<file path="config.mk">
export PLATFORM = sky130hd
export DESIGN_NAME = fx3_thread_sequencer_flat
export DESIGN_NICKNAME = d
export VERILOG_FILES = /design/src/rtl/fx3_thread_sequencer_if.sv /design/src/rtl/fx3_thread_sequencer.sv /design/src/flat_wrapper.sv
export SDC_FILE = /design/constraint.sdc
export NUM_CORES = 1
export LEC_CHECK = 0
export ABC_AREA = 1
export ABC_CLOCK_PERIOD_IN_PS = 1600
export CAP_MARGIN = 0
export CELL_PAD_IN_SITES_DETAIL_PLACEMENT = 1
export CELL_PAD_IN_SITES_GLOBAL_PLACEMENT = 1
export CORE_AREA = 2 2 120 122
export DETAILED_ROUTE_END_ITERATION = 12
export DIE_AREA = 0 0 122 124
export PLACE_DENSITY = 0.77
export SETUP_SLACK_MARGIN = 0.4
export SYNTH_ARGS = -nofsm -noshare
export SYNTH_HDL_FRONTEND = slang
export SYNTH_SLANG_ARGS = --single-unit
</file>
<file path="constraint.sdc">
create_clock -name aclk -period 1.6 [get_ports aclk]
set_input_delay 0.48 -clock aclk [delete_from_list [all_inputs] [get_ports aclk]]
set_output_delay 0.48 -clock aclk [all_outputs]
set_load 0.1 [all_outputs]
</file>
<file path="src/rtl/fx3_thread_sequencer_if.sv">
// Stream/DMA handshake bundle between the word source and the thread sequencer.
// Latency: none; pure signal grouping.
// Backpressure: read_ready/data_available pair; dma_rdy and enable gate burst start only.
interface fx3_thread_sequencer_if #(
   parameter int DATA_W      = 32,
   parameter int NUM_THREADS = 2
);
   logic                   enable;
   logic [DATA_W-1:0]      data_in;
   logic                   data_available;
   logic [NUM_THREADS-1:0] dma_rdy;
   logic                   read_ready;
   logic [1:0]             thread_id;
   logic [DATA_W-1:0]      data_out;
   logic                   data_valid;
   logic                   data_last;
   logic [15:0]            word_count;
   logic [31:0]            burst_count;

   // Source / DMA side: drives the request inputs, observes the sequencer.
   modport master (
      output enable, data_in, data_available, dma_rdy,
      input  read_ready, thread_id, data_out, data_valid, data_last, word_count, burst_count
   );

   // Sequencer side.
   modport slave (
      input  enable, data_in, data_available, dma_rdy,
      output read_ready, thread_id, data_out, data_valid, data_last, word_count, burst_count
   );
endinterface

</file>
<file path="src/rtl/fx3_thread_sequencer.sv">
// Round-robin DMA thread sequencer: moves fixed-length bursts from a word stream, one thread at a time.
// Latency: an accepted word appears on data_out with data_valid one cycle after acceptance.
// Backpressure: read_ready only in READ; source stalls via data_available; enable/dma_rdy only gate burst start.
module fx3_thread_sequencer #(
   parameter int DATA_W      = 32,
   parameter int NUM_THREADS = 2,
   parameter int BURST_LEN   = 4092
) (
   input logic                   aclk,
   input logic                   aresetn,
   fx3_thread_sequencer_if.slave bus
);

   typedef enum logic [1:0] {
      START   = 2'd0,
      WAIT    = 2'd1,
      REQUEST = 2'd2,
      READ    = 2'd3
   } state_t;

   localparam logic [15:0] LAST_WC     = 16'(BURST_LEN - 1);
   localparam logic [1:0]  LAST_THREAD = 2'(NUM_THREADS - 1);

   state_t            state_q, state_d;
   logic [1:0]        thread_id_q, thread_id_d;
   logic [DATA_W-1:0] data_out_q, data_out_d;
   logic              data_valid_q, data_valid_d;
   logic              data_last_q, data_last_d;
   logic [15:0]       word_count_q, word_count_d;
   logic [31:0]       burst_count_q, burst_count_d;

   logic [3:0]        rdy_pad;
   logic              thread_rdy;
   logic              read_ready;
   logic              accept;
   logic              burst_done;

   // Widen dma_rdy to the full thread_id range so out-of-range threads read as not ready.
   always_comb begin
      rdy_pad                    = '0;
      rdy_pad[NUM_THREADS-1:0]   = bus.dma_rdy;
   end

   assign thread_rdy = rdy_pad[thread_id_q];
   assign read_ready = (state_q == READ);
   assign accept     = read_ready & bus.data_available;
   assign burst_done = accept & (word_count_q == LAST_WC);

   // Next-state: start conditions are looked at only in WAIT, so a burst in flight always completes.
   always_comb begin
      state_d = state_q;
      case (state_q)
         START:   state_d = WAIT;
         WAIT:    if (bus.enable && thread_rdy && bus.data_available) state_d = REQUEST;
         REQUEST: state_d = READ;
         READ:    if (burst_done) state_d = WAIT;
         default: state_d = START;
      endcase
   end

   // Datapath next-state: capture accepted word, count words, close burst and rotate thread.
   always_comb begin
      thread_id_d   = thread_id_q;
      data_out_d    = data_out_q;
      data_valid_d  = accept;
      data_last_d   = burst_done;
      word_count_d  = word_count_q;
      burst_count_d = burst_count_q;
      if (accept) begin
         data_out_d   = bus.data_in;
         word_count_d = word_count_q + 16'd1;
      end
      if (burst_done) begin
         word_count_d  = '0;
         burst_count_d = burst_count_q + 32'd1;
         thread_id_d   = (thread_id_q == LAST_THREAD) ? 2'd0 : thread_id_q + 2'd1;
      end
   end

   // State and datapath registers; reset discards any partial burst.
   always_ff @(posedge aclk or negedge aresetn) begin
      if (!aresetn) begin
         state_q       <= START;
         thread_id_q   <= '0;
         data_out_q    <= '0;
         data_valid_q  <= 1'b0;
         data_last_q   <= 1'b0;
         word_count_q  <= '0;
         burst_count_q <= '0;
      end else begin
         state_q       <= state_d;
         thread_id_q   <= thread_id_d;
         data_out_q    <= data_out_d;
         data_valid_q  <= data_valid_d;
         data_last_q   <= data_last_d;
         word_count_q  <= word_count_d;
         burst_count_q <= burst_count_d;
      end
   end

   assign bus.read_ready  = read_ready;
   assign bus.thread_id   = thread_id_q;
   assign bus.data_out    = data_out_q;
   assign bus.data_valid  = data_valid_q;
   assign bus.data_last   = data_last_q;
   assign bus.word_count  = word_count_q;
   assign bus.burst_count = burst_count_q;

endmodule

</file>
<file path="src/flat_wrapper.sv">
// flat-port wrapper written by rule: the top's interface ports become plain ports
module fx3_thread_sequencer_flat 
#(
   parameter int DATA_W      = 32,
   parameter int NUM_THREADS = 2,
   parameter int BURST_LEN   = 4092
)
  (aclk, aresetn, bus_enable, bus_data_in, bus_data_available, bus_dma_rdy, bus_read_ready, bus_thread_id, bus_data_out, bus_data_valid, bus_data_last, bus_word_count, bus_burst_count);
  fx3_thread_sequencer_if #(.DATA_W(DATA_W), .NUM_THREADS(NUM_THREADS)) bus_i ();
  input logic aclk;
  input logic aresetn;
  input wire logic [$bits(bus_i.enable)-1:0] bus_enable;
  input wire logic [$bits(bus_i.data_in)-1:0] bus_data_in;
  input wire logic [$bits(bus_i.data_available)-1:0] bus_data_available;
  input wire logic [$bits(bus_i.dma_rdy)-1:0] bus_dma_rdy;
  output wire logic [$bits(bus_i.read_ready)-1:0] bus_read_ready;
  output wire logic [$bits(bus_i.thread_id)-1:0] bus_thread_id;
  output wire logic [$bits(bus_i.data_out)-1:0] bus_data_out;
  output wire logic [$bits(bus_i.data_valid)-1:0] bus_data_valid;
  output wire logic [$bits(bus_i.data_last)-1:0] bus_data_last;
  output wire logic [$bits(bus_i.word_count)-1:0] bus_word_count;
  output wire logic [$bits(bus_i.burst_count)-1:0] bus_burst_count;
  assign bus_i.enable = bus_enable;
  assign bus_i.data_in = bus_data_in;
  assign bus_i.data_available = bus_data_available;
  assign bus_i.dma_rdy = bus_dma_rdy;
  assign bus_read_ready = bus_i.read_ready;
  assign bus_thread_id = bus_i.thread_id;
  assign bus_data_out = bus_i.data_out;
  assign bus_data_valid = bus_i.data_valid;
  assign bus_data_last = bus_i.data_last;
  assign bus_word_count = bus_i.word_count;
  assign bus_burst_count = bus_i.burst_count;
  fx3_thread_sequencer #(.DATA_W(DATA_W), .NUM_THREADS(NUM_THREADS), .BURST_LEN(BURST_LEN)) u_core (.aclk(aclk), .aresetn(aresetn), .bus(bus_i));
endmodule
</file>
Word-level counts from Yosys, hierarchy flattened
Index checks and enable logic that the tools add are counted.

Mux-type cells: 8. Reduce and logical (&&, ||, !) cells: 5. Add/sub/neg operators: 3. Equal/unequal tests: 7. Bitwise logic cells: 2. Order comparisons: 1.

Operator list (count): $add A32 B1 Y32 const B (1); $mux W16 (2); $add A16 B1 Y16 const B (1); $eq A16 B12 Y1 const B (1); $pmux W2 S4 (1); $mux W2 (3); $eq A2 B1 Y1 const B (2); $eq A2 B2 Y1 const B (2); $ne A2 B1 Y1 const B (2); $lt A2 B3 Y1 const B (1); $add A2 B1 Y2 const B (1); $and A1 B1 Y1 (2); $bmux W1 S2 (1); $logic_and A1 B1 Y1 (2); $logic_not A2 Y1 (1); $reduce_and A2 Y1 (1); $reduce_bool A2 Y1 (1); $mux W1 (1).

Flip-flop bits (word level): 86. Logic and storage cells: 33.

Longest topological paths before layout
Depth after elaboration: 6. Gate-level depth with buffers: 11. Depth with buffers taken out: 10.

Worst setup path after synthesis
OpenSTA, ideal clock, no wires.

Path kind: register to register. From: reg u_core.state_q[0]. To: reg u_core.word_count_q[13], in the netlist u_core.bus.word_count[13]. Period minus slack after synthesis: 2367 ps. Path buffers: 1. Library setup time: 114 ps. Data arrival time: 2253 ps. Data required time: 1486 ps. Setup slack: -767 ps. Stages on the path, launching flop included: 12. Cell sequence: dfrtp_1 > ha_1 > nand2_2 > inv_2 > buf_6 > nand2_2 > nor2_2 > nand2_1 > nor2_1 > nand2_1 > nand2_1 > inv_1.

Cells in the longest elaborated chain, start to end: 4. Elaborated cells on any way between the ends: 5. Classes of those cells: 1 x eq/ne; 1 x mux; 2 x bitwise; 1 x reduce/logical.

Ends and longest elaborated chain: start: declaration (line fx3_thread_sequencer.sv:24) `state_t state_q, state_d;`; start signal: assignment (line fx3_thread_sequencer.sv:91) `state_q <= state_d;`; $eq A2 B2 Y1 (*) (line fx3_thread_sequencer.sv:45) `assign read_ready = (state_q == READ);`; via bus_read_ready (line flat_wrapper.sv:16) `output wire logic [$bits(bus_i.read_ready)-1:0] bus_read_ready;`; $and A1 B1 Y1 (*) (line fx3_thread_sequencer.sv:46) `assign accept = read_ready & bus.data_available;`; $and A1 B1 Y1 (line fx3_thread_sequencer.sv:47) `assign burst_done = accept & (word_count_q == LAST_WC);`; $mux W16 / $reduce_bool A2 Y1 (equally long branches); end signal: assignment (line fx3_thread_sequencer.sv:96) `word_count_q <= word_count_d;`; end: declaration (line fx3_thread_sequencer.sv:29) `logic [15:0] word_count_q, word_count_d;`.

The timed path passes the listed nets; every way through them passes the cells marked *. A chain may end at the register's enable or synchronous reset.

Worst setup path in the final report
From: reg u_core.burst_count_q[13], in the netlist u_core.bus.burst_count[13]. To: reg u_core.burst_count_q[24], in the netlist u_core.bus.burst_count[24].

Cells in the longest elaborated chain, start to end: 1.

Ends and longest elaborated chain: start: declaration (line fx3_thread_sequencer.sv:30) `logic [31:0] burst_count_q, burst_count_d;`; start signal: assignment (line fx3_thread_sequencer.sv:97) `burst_count_q <= burst_count_d;`; $add A32 B1 Y32 (line fx3_thread_sequencer.sv:75) `burst_count_d = burst_count_q + 32'd1;`.

No other way between the ends.

==> flow_metrics.env <==
export IMPL_timing_max_cap_violations=0
export IMPL_tightest_slew_ns=0.450
export IMPL_ios=123
export IMPL_clock_sinks=86
export IMPL_worst_path_max_fanout=5
export IMPL_maximum_cell_stage_delay_along_the_critical_path_ns=0.46
export IMPL_total_power_mw=9.30
export IMPL_total_number_of_h_tree_levels=3
export IMPL_crit_slowest_cell="dfrtp_2"
export IMPL_grt_overflow=0
export IMPL_syn2layout_area_growth_pct=113
export IMPL_post_syn_area_um2=4600
export IMPL_post_route_worst_setup_slack_ns=-0.420
export IMPL_detail_route_drc_violations=0
export IMPL_endpoint_class_of_the_critical_path="register"
export IMPL_via_cell_ratio=5.88
export IMPL_core_um2=13700
export IMPL_detailedPlacementHpwl_mm=12.7
export IMPL_finalWirelength_mm=32.9
export IMPL_mostFrequentLayoutCells="nand2_1, buf_12, buf_4, nand2_2, dfrtp_2"
export IMPL_clkSlewWorstSetupHoldPaths_ns=0.09
export IMPL_post_cts_hold_buffer_count=0
export IMPL_dieHeight_um=124
export IMPL_most_common_library_cell_in_the_layout_ignoring_fill_and_taps="nand2_1"
export IMPL_numPortBuffers=122
export IMPL_setup_total_negative_slack_ns=-8.49
export IMPL_num_antenna_cells=0
export IMPL_yosys_cell_types_count=31
export IMPL_drt_first_iter_violations=576
export IMPL_final_hold_violation_count=0
export IMPL_critPathLaunchType="register"
export IMPL_wl_per_cell_um=30.4
export IMPL_drive_above_1_share_pct=59.7
export IMPL_final_period_minus_worst_setup_slack_ns=2.02
export IMPL_arrival_ns=2.25
export IMPL_worstHoldPathType="in2async"
export IMPL_die_area_um2=15100
export IMPL_grt_pass1_wl_mm=36.5
export IMPL_reg2regPathDepth=7
export IMPL_failing_checks="setup timing"
export IMPL_path_class="reg2reg"
export IMPL_drt_pre_antenna_iters=5
export IMPL_run_status="finished with violations"
export IMPL_cpMostUsedCell="nand2_1"
export IMPL_die_w_um=122
export IMPL_finalSetupViolCount=69
export IMPL_final_nets=938
export IMPL_maxSlewHeadroom_pct=70.0
export IMPL_synth_ff_latch_count=86
export IMPL_yosys_warnings=0
export IMPL_global_route_usage_total_pct=32.6
export IMPL_clock_tree_root_cell="clkbuf_16"
export IMPL_timing_final_max_slew_violations=0
export IMPL_gp_congestion=0.856
export IMPL_grt_start_max_net_pins=28
export IMPL_clock_skew_ns=0.0182
export IMPL_grt_setup_unrepaired="true"
export IMPL_cts_max_path_buffers=2
export IMPL_tritoncts_clock_tree="yes"
export IMPL_ant_nets=0
export IMPL_power_leakage_nw=4.54
export IMPL_worst_ir_drop_vdd_uv=860
export IMPL_layout_worst_path_cycle_share_pct=126
export IMPL_average_cell_area_after_synthesis_um2=7.21
export IMPL_crit_chain="nand2_1, nor2_1, inv_1, nor2_1, nand4_1, nand2_1, nand2_1"
export IMPL_antenna_found_initial=0
export IMPL_floorplan_rows=43
export IMPL_worstPathRequired_ns=1.83
export IMPL_start_util_pct=33.5
export IMPL_synthCells=637
export IMPL_seq_area_frac_synth_pct=46.8
export IMPL_routed_via_count=6354
export IMPL_clkLatencyLatePin_ns=0.37
export IMPL_syn_num_nets=680
export IMPL_number_of_global_route_vias_before_repair=6339
export IMPL_cts_inserted_buffers=9
export IMPL_achievable_frequency_mhz=495
export IMPL_p_per_area_nw_per_um2=951
## cells in the mapped netlist, drive strengths merged
cell / count / share of area [%]
nor2: 75 / 7.2
a31oi: 1 / 0.14
clkbuf: 5 / 0.41
nand3b: 5 / 0.82
a21oi: 4 / 0.44
buf: 8 / 1.4
o211ai: 1 / 0.16
xor2: 11 / 2.1
clkinv: 3 / 0.30
o21ai: 17 / 1.9
nand3: 31 / 3.6
or2: 1 / 0.14
nand4: 10 / 1.4
nor3: 5 / 0.65
inv: 62 / 5.1
xnor2: 2 / 0.54
o21bai: 1 / 0.16
nand2: 304 / 25
ha: 5 / 1.4
dfrtp: 86 / 47
## flip-flops by register name (all words and copies together) (netlist names)
register,flops
u_core.bus.burst_count,32
u_core.bus.data_out,32
u_core.bus.word_count,16
u_core.bus.thread_id,2
u_core.state_q,2
u_core.bus.data_last,1
u_core.bus.data_valid,1
## per-stage QoR
stage                     utilization [%]  hold WS [ns]  setup slack, ns  std cells  area [µm²]
after floorplan                         -         0.184          -0.0927        637        4840
after global placement               53.8         0.417           -0.328        958        7380
after detailed placement             53.8         0.424           -0.378        958        7380
after CTS                            65.3        0.0530          -0.0195       1042        8950
after global routing                 71.2        0.0691           -0.378       1080        9770
final                                71.2        0.0548           -0.420       1080        9770
## logic make-up after synthesis
kind of cell	count (synthesis)	synth area share [%]
flops	86	46.8
fa+ha+maj	5	1.36
buf+inv	78	7.19
simple gates	431	39.2
compound gates	24	2.83
xor+xnor	13	2.64
## critical path: cells and delay by family (launching register included)
| family | cells | cell delay, ns |
|---|---|---|
| buf+inv | 1 | 0.12 |
| simple gates | 6 | 1.31 |
| flops | 1 | 0.46 |
## layer usage
layer,vias to the layer above,wire length [µm],track usage [%]
met4,0,2610,16.0
li1,2462,-,-
met1,3175,11300,33.4
met5,-,0,0
met2,508,16400,60.8
met3,209,2630,9.11
## repair_timing
action	in CTS	in global routing
buffers inserted	63	33
resized for setup	199	123
endpoints found under the setup margin	171	171
pin swaps	62	42
gates cloned	5	5
## path summary, 6_finish.rpt
check	start	to	slack (ns)
worst min register to register	u_core.bus.data_out[11]	u_core.bus.data_out[11]	0.55
worst min-delay path	aresetn	u_core.bus.thread_id[0]	0.05
worst max register to register	u_core.bus.burst_count[13]	u_core.bus.burst_count[24]	-0.42
max in group asynchronous	aresetn	u_core.bus.word_count[9]	0.98
min in group aclk	u_core.bus.data_out[11]	u_core.bus.data_out[11]	0.55
worst max-delay path	u_core.bus.burst_count[13]	u_core.bus.burst_count[24]	-0.42
## cell type report
| type | count | area, µm² |
|---|---|---|
| fill | 1432 | 3950 |
| timing repair buffer | 260 | 3610 |
| multi-input combinational | 473 | 3040 |
| sequential | 86 | 2290 |
| inverter | 65 | 284 |
| clock buffer | 12 | 236 |
| tap | 180 | 225 |
| clock inverter | 4 | 72.6 |
## power breakdown
part	switching [mW]	internal, mW	leakage, nW
sequential	0.275	2.39	0.954
clock	1.08	1.38	0.147
combinational	2.61	1.57	3.44
total	3.96	5.33	4.54
No activity file was read; power rests on OpenSTA's default activity.
